File: config.mk
export PLATFORM = sky130hd
export DESIGN_NAME = io_supply_sequencer
export DESIGN_NICKNAME = d
export VERILOG_FILES = /design/src/rtl/io_seq_pkg.sv /design/src/rtl/io_seq_sync2.sv /design/src/rtl/io_supply_sequencer.sv
export SDC_FILE = /design/constraint.sdc
export NUM_CORES = 1
export LEC_CHECK = 0
export ABC_CLOCK_PERIOD_IN_PS = 3100
export BUFFER_PORTS_ARGS = -buffer_cell sky130_fd_sc_hd__buf_2
export CAP_MARGIN = 15
export CORE_ASPECT_RATIO = 1.25
export CORE_MARGIN = 2
export CORE_UTILIZATION = 55
export CTS_CLUSTER_DIAMETER = 200
export DETAILED_ROUTE_END_ITERATION = 10
export PLACE_DENSITY = 0.75
export SLEW_MARGIN = 20
export SYNTH_ARGS = -nofsm -noshare
export SYNTH_HDL_FRONTEND = slang
export SYNTH_SLANG_ARGS = --single-unit
File: constraint.sdc
create_clock -name clk -period 3.1 [get_ports clk]
set_input_delay 0.31 -clock clk [delete_from_list [all_inputs] [get_ports clk]]
set_output_delay 0.31 -clock clk [all_outputs]
set_load 0.02 [all_outputs]
File: src/rtl/io_seq_pkg.sv
// Shared types and helpers for the IO supply/bias sequencer.
// Holds the FSM state encoding, the timeout counter width and the channel-index width helper.
package io_seq_pkg;

   typedef enum logic [2:0] {
      OFF,
      UP_PG,
      UP_SET,
      ON,
      DN_SET,
      FAULT
   } seq_state_e;

   localparam int TMO_W = 16;

   // Width of a channel index; never less than one bit, even for a single channel.
   function automatic int ch_idx_w(input int n_ch);
      return (n_ch <= 2) ? 1 : $clog2(n_ch);
   endfunction

endpackage

File: src/rtl/io_seq_sync2.sv
// Per-bit two-flop synchroniser for asynchronous power-good inputs.
// Both stages reset to 0, so a channel reads "not good" until it is seen twice.
module io_seq_sync2 #(
   parameter int W = 1
) (
   input  logic         clk,
   input  logic         rst,
   input  logic [W-1:0] d_i,
   output logic [W-1:0] q_o
);

   logic [W-1:0] meta_q;
   logic [W-1:0] sync_q;

   genvar gi;
   generate
      for (gi = 0; gi < W; gi++) begin : g_bit
         always_ff @(posedge clk or posedge rst) begin
            if (rst) begin
               meta_q[gi] <= 1'b0;
               sync_q[gi] <= 1'b0;
            end else begin
               meta_q[gi] <= d_i[gi];
               sync_q[gi] <= meta_q[gi];
            end
         end
      end
   endgenerate

   assign q_o = sync_q;

endmodule

File: src/rtl/io_supply_sequencer.sv
// Power-up/power-down sequencer for N_CH IO-bank supply/bias domains.
// Enables are a registered thermometer code; any timeout or power-good loss drops them all at once.
module io_supply_sequencer
   import io_seq_pkg::*;
#(
   parameter int N_CH    = 4,
   parameter int CNT_W   = 12,
   parameter int TMO_CYC = 1024
) (
   input  logic                        clk,
   input  logic                        rst,
   input  logic                        req_on_i,
   input  logic [CNT_W-1:0]            ramp_dly_i,
   input  logic [N_CH-1:0]             pgood_i,
   input  logic                        err_clr_i,
   output logic [N_CH-1:0]             en_o,
   output logic                        done_o,
   output logic                        off_o,
   output logic                        busy_o,
   output logic                        err_o,
   output logic [ch_idx_w(N_CH)-1:0]   err_ch_o
);

   localparam int                    CH_IDX_W = ch_idx_w(N_CH);
   localparam logic [CH_IDX_W-1:0]   LAST_CH  = CH_IDX_W'(N_CH - 1);
   localparam logic [TMO_W-1:0]      TMO_LAST = TMO_W'(TMO_CYC - 1);

   seq_state_e            state_q, state_d;
   logic [CH_IDX_W-1:0]   k_q, k_d;
   logic [TMO_W-1:0]      tmo_q, tmo_d;
   logic [CNT_W-1:0]      set_q, set_d;
   logic [N_CH-1:0]       en_q, en_d;
   logic                  err_q, err_d;
   logic [CH_IDX_W-1:0]   err_ch_q, err_ch_d;

   logic [N_CH-1:0]       pg_s;
   logic [N_CH-1:0]       below_k, incl_k, incl_kp1, below_km1;
   logic [N_CH-1:0]       mon, lost;
   logic                  lost_any;
   logic [CH_IDX_W-1:0]   lost_idx;
   logic [CNT_W-1:0]      set_dec;
   logic [TMO_W-1:0]      tmo_inc;
   logic                  fault_req;
   logic [CH_IDX_W-1:0]   fault_ch;

   io_seq_sync2 #(
      .W (N_CH)
   ) u_pg_sync (
      .clk (clk),
      .rst (rst),
      .d_i (pgood_i),
      .q_o (pg_s)
   );

   // Thermometer masks relative to the current channel index; building every enable
   // pattern from these keeps en_o a contiguous run from bit 0 by construction.
   genvar gi;
   generate
      for (gi = 0; gi < N_CH; gi++) begin : g_mask
         assign below_k[gi]   = (gi < int'(k_q));
         assign incl_k[gi]    = (gi <= int'(k_q));
         assign incl_kp1[gi]  = (gi <= int'(k_q) + 1);
         assign below_km1[gi] = (gi + 1 < int'(k_q));
      end
   endgenerate

   // Only channels whose power-good has already been confirmed are watched for loss.
   always_comb begin
      mon = '0;
      case (state_q)
         UP_PG:   mon = below_k;
         UP_SET:  mon = incl_k;
         ON:      mon = '1;
         default: mon = '0;
      endcase
   end

   assign lost     = mon & ~pg_s;
   assign lost_any = |lost;

   always_comb begin
      lost_idx = '0;
      for (int i = N_CH - 1; i >= 0; i--) begin
         if (lost[i]) lost_idx = CH_IDX_W'(i);
      end
   end

   assign set_dec = (set_q == '0) ? '0 : set_q - CNT_W'(1);
   assign tmo_inc = (&tmo_q) ? tmo_q : tmo_q + TMO_W'(1);

   always_comb begin
      state_d   = state_q;
      k_d       = k_q;
      tmo_d     = tmo_q;
      set_d     = set_q;
      en_d      = en_q;
      err_d     = err_q;
      err_ch_d  = err_ch_q;
      fault_req = 1'b0;
      fault_ch  = k_q;

      case (state_q)
         OFF: begin
            if (req_on_i) begin
               k_d     = '0;
               tmo_d   = '0;
               en_d    = N_CH'(1);
               state_d = UP_PG;
            end
         end

         UP_PG: begin
            if (lost_any) begin
               fault_req = 1'b1;
               fault_ch  = lost_idx;
            end else if (!req_on_i) begin
               en_d    = below_k;
               set_d   = ramp_dly_i;
               state_d = DN_SET;
            end else if (pg_s[k_q]) begin
               set_d   = ramp_dly_i;
               state_d = UP_SET;
            end else if (tmo_q >= TMO_LAST) begin
               fault_req = 1'b1;
               fault_ch  = k_q;
            end else begin
               tmo_d = tmo_inc;
            end
         end

         UP_SET: begin
            if (lost_any) begin
               fault_req = 1'b1;
               fault_ch  = lost_idx;
            end else if (!req_on_i) begin
               en_d    = below_k;
               set_d   = ramp_dly_i;
               state_d = DN_SET;
            end else if (set_q <= CNT_W'(1)) begin
               // A load of 0 or 1 both settle for exactly one cycle.
               set_d = set_dec;
               if (k_q == LAST_CH) begin
                  state_d = ON;
               end else begin
                  k_d     = k_q + CH_IDX_W'(1);
                  en_d    = incl_kp1;
                  tmo_d   = '0;
                  state_d = UP_PG;
               end
            end else begin
               set_d = set_dec;
            end
         end

         ON: begin
            if (lost_any) begin
               fault_req = 1'b1;
               fault_ch  = lost_idx;
            end else if (!req_on_i) begin
               k_d     = LAST_CH;
               en_d    = below_k;
               set_d   = ramp_dly_i;
               state_d = DN_SET;
            end
         end

         DN_SET: begin
            if (set_q == '0) begin
               if (req_on_i) begin
                  // Re-request: bring the channel that just went down back up first.
                  en_d    = incl_k;
                  tmo_d   = '0;
                  state_d = UP_PG;
               end else if (k_q != '0) begin
                  k_d   = k_q - CH_IDX_W'(1);
                  en_d  = below_km1;
                  set_d = ramp_dly_i;
               end else begin
                  state_d = OFF;
               end
            end else begin
               set_d = set_dec;
            end
         end

         FAULT: begin
            en_d = '0;
            if (err_clr_i && !req_on_i) begin
               err_d    = 1'b0;
               err_ch_d = '0;
               k_d      = '0;
               tmo_d    = '0;
               set_d    = '0;
               state_d  = OFF;
            end
         end

         default: begin
            en_d    = '0;
            k_d     = '0;
            state_d = OFF;
         end
      endcase

      if (fault_req) begin
         en_d     = '0;
         err_d    = 1'b1;
         err_ch_d = fault_ch;
         state_d  = FAULT;
      end
   end

   always_ff @(posedge clk or posedge rst) begin
      if (rst) begin
         state_q  <= OFF;
         k_q      <= '0;
         tmo_q    <= '0;
         set_q    <= '0;
         en_q     <= '0;
         err_q    <= 1'b0;
         err_ch_q <= '0;
      end else begin
         state_q  <= state_d;
         k_q      <= k_d;
         tmo_q    <= tmo_d;
         set_q    <= set_d;
         en_q     <= en_d;
         err_q    <= err_d;
         err_ch_q <= err_ch_d;
      end
   end

   assign en_o     = en_q;
   assign done_o   = (state_q == ON);
   assign off_o    = (state_q == OFF);
   assign busy_o   = (state_q == UP_PG) || (state_q == UP_SET) || (state_q == DN_SET);
   assign err_o    = err_q;
   assign err_ch_o = err_ch_q;

endmodule

==> flow_summary.ini <==
[global_route]
globalRoute.totalOverflow = 0
grt_usage_pct = 24.8
grt_max_degree = 49
grt_antenna_before_repair = 0
vias_in_the_first_global_route = 2593
grt_pass1_wl_mm = 12.3

[cells_and_area]
nNetsFinal = 413
mostFrequentLayoutCells = sky130_fd_sc_hd__dfrtp_1, sky130_fd_sc_hd__nor2_1, sky130_fd_sc_hd__nand2_1
final_area_sq_um = 3390
utilization_pct = 62.4
synthesis_to_layout_area_growth_pct = 8.91
number_of_standard_cells_in_the_final_layout_excluding_fillers = 450
mostFrequentLayoutCell = sky130_fd_sc_hd__dfrtp_1
antenna_cells = 0
post_route_cells_drive_above_1_share_pct = 18.1

[synth]
yosys.cell_types.count = 64
synth_adder_area_share_pct = 3.21
post_synthesis_simple_gate_area_fraction_pct = 26.7
synthArstFlopShare_pct = 100
yosys.area.top_type_share_pct = 38.5
synth_edf_count = 0
yosysTopAreaCell = sky130_fd_sc_hd__dfrtp_1
yosys-top-cells-area = sky130_fd_sc_hd__dfrtp_1, sky130_fd_sc_hd__nor2_1, sky130_fd_sc_hd__o21ai_0
syn_avg_cell_area_sq_um = 8.68
synth-seq-area-share_pct = 38.5
synth_compound_gate_area_share_pct = 25.9
mux_share_of_post_synthesis_cell_area_pct = 1.04
synth_seq_cells = 48
post_synth_xor_area_fraction_pct = 0.281
syn_area_sq_um = 3120
synth_top_family_by_area = simple AND/OR/NAND/NOR gates
synthFlopType = sky130_fd_sc_hd__dfrtp_1
synth_cells = 359
synth.net_count = 387
yosysWarningCount = 0

[clocking]
path_clk_slew_ns = 0.09
root_buffer = sky130_fd_sc_hd__clkbuf_8
clock_sinks = 48
cts.path.max_buffers = 2
tritoncts = built
ctsHoldBuffers = 0
cts-buffers-inserted = 5
post-cts-setup-buffers = 0
clkLatencyLatePin_ns = 0.31
ctsHtreeMaxLevel = 2
postCtsResizedCells = 0

[placement]
post_place_cells = 442
hpwl_mm = 5.33
place_area_sq_um = 3300
gpl.final_weighted_congestion = 0.936
place.port_buffers = 29

[timing]
finalMaxSlewViolations = 0
max_freq_mhz = 375
max_slew_margin_pct = 45.7
clock-skew-final_ns = 0.0119
layout_worst_path_cycle_share_pct = 86.0
hold-worst-slack_ns = 0.0998
rsz0062_at_grt = no
period_minus_slack_ns = 2.66
report.final.setup_viol = 0
tns_ns = 0
finalHoldViolations = 0
max_slew.worst_pin.slew_ns = 0.814

[critical_path]
timing.setup.critical_path_class = flip-flop to flip-flop
cp.arrival_ns = 2.87
critPathCaptureType = flip-flop
timing.critical_path.cells = inv_1 > ha_1 > nor2b_1 > o21ai_1 > nand4_1 > nor3_2 > o21ai_0 > a22o_1
crit_buf_inv = 1
crit_family = simple AND/OR/NAND/NOR gates
slowest_stage = sky130_fd_sc_hd__nor3_2
critPathMaxFanout = 9
startpoint_type = flip-flop
required_ns = 3.30
delay_of_the_slowest_critical_path_stage_ns = 0.52

[outcome]
run_status = finished, final reports clean

[drt]
vias_per_cell = 6.17
ant_nets = 0
drt_wl_total_mm = 7.30
dr.first_iter.drc_count = 368
drc = 0
drt-pass1-iter-count = 4
avgRoutedWirePerCell_um = 16.2
detailroute.via_count = 2775

[floorplanning]
die_x_um = 71.3
coreArea_sq_um = 5440
die_area_sq_um = 6290
effective_utilization_at_floorplan_pct = 57.3
dieHeight_um = 88.2
std_cell_rows = 30
io_pins = 30

[pwr]
power.density_cell_area_nw_per_um2 = 1040
peakVddDrop_uv = 636
cellLeakagePower_nw = 1.48

[job]
count_of_maximum_capacitance_violations = 0

[hold_path]
holdCritPathClass = primary input to flip-flop
## synth_stat cells (all sizes together), types with 2 or more instances
cell type	count
clkbuf	4
nand2b	16
ha	8
o21ai	46
o2bb2ai	4
a22o	2
or4	2
o22a	2
o21a	3
dfrtp	48
inv	14
nor4	2
a32oi	4
and4	2
o31ai	4
nor3	13
o221ai	2
nand4	4
a21oi	23
and2	5
nand2	33
and2b	2
and3	6
buf	11
or3	5
a31oi	2
nor2	42
o22ai	8
a21o	3
nand3	7
o211ai	3
nor2b	12
## worst register-to-register path, stage by stage, from the launching register on
cell	delay [ns]
sky130_fd_sc_hd__dfrtp_1	0.47
sky130_fd_sc_hd__inv_1	0.17
sky130_fd_sc_hd__ha_1	0.32
sky130_fd_sc_hd__nor2b_1	0.08
sky130_fd_sc_hd__o21ai_1	0.29
sky130_fd_sc_hd__nand4_1	0.33
sky130_fd_sc_hd__nor3_2	0.52
sky130_fd_sc_hd__o21ai_0	0.17
sky130_fd_sc_hd__a22o_1	0.20
## sequential cells by signal, summed over array words and instances (netlist names)
register,cells
en_o,4
err_o,1
u_pg_sync.meta_q,4
set_q,12
u_pg_sync.q_o,4
err_ch_o,2
tmo_q,16
k_q,2
state_q,3
## final timing paths
check / from / to / slack [ns] / depth (start not counted)
worst max register to register: k_q[1]$_DFFE_PP0P_ / set_q[8]$_DFFE_PP0P_ / 0.44 / 8
worst max-delay path: k_q[1]$_DFFE_PP0P_ / set_q[8]$_DFFE_PP0P_ / 0.44 / 8
max in group asynchronous: rst / tmo_q[11]$_DFFE_PP0P_ / 2.48 / 2
worst min-delay path: pgood_i[2] / u_pg_sync.meta_q[2]$_DFF_PP0_ / 0.1 / 1
worst min register to register: u_pg_sync.meta_q[1]$_DFF_PP0_ / u_pg_sync.q_o[1]$_DFF_PP0_ / 0.35 / 0
min in group asynchronous: rst / u_pg_sync.q_o[3]$_DFF_PP0_ / 0.12 / 2
## kinds of logic (layout without fill, tap and decap cells)
kind of cell    count (synthesis)  after routing
fa+ha+maj                       8              8
buf+inv                        29             56
xor+xnor                        1              1
simple gates                  154            154
mux                             2              2
flops                          48             48
compound gates                117            117
## layer usage
layer / GRT usage, % / part of all wire [%] / wire length, um
met2: 41.3 / 47 / 3450
met3: 3.80 / 5.2 / 376
met1: 32.5 / 45 / 3260
met4: 9.78 / 2.9 / 215
met5: 0 / 0 / 0
## metrics by stage
stage	setup WS, ns	power [mW]
5_1_grt	0.228	3.84
3_5_place_dp	0.515	3.12
6_report	0.435	3.53
3_3_place_gp	0.617	3.09
4_1_cts	0.492	3.52
2_1_floorplan	0.807	2.68
## power by group
group          internal (mW)  switching (mW)  total (mW)
clock                  0.183           0.217       0.399
combinational          0.801            1.31        2.12
sequential             0.785           0.231        1.02
## cell type report
| type | instances | area, sq um |
|---|---|---|
| Clock inverter | 2 | 13.8 |
| Inverter | 14 | 53.8 |
| Multi-Input combinational cell | 282 | 1780 |
| Sequential cell | 48 | 1200 |
| Clock buffer | 6 | 82.6 |
| Timing Repair Buffer | 34 | 183 |
| Tap cell | 64 | 80.1 |
| Fill cell | 496 | 2050 |
No activity file was read; power rests on OpenSTA's default activity.
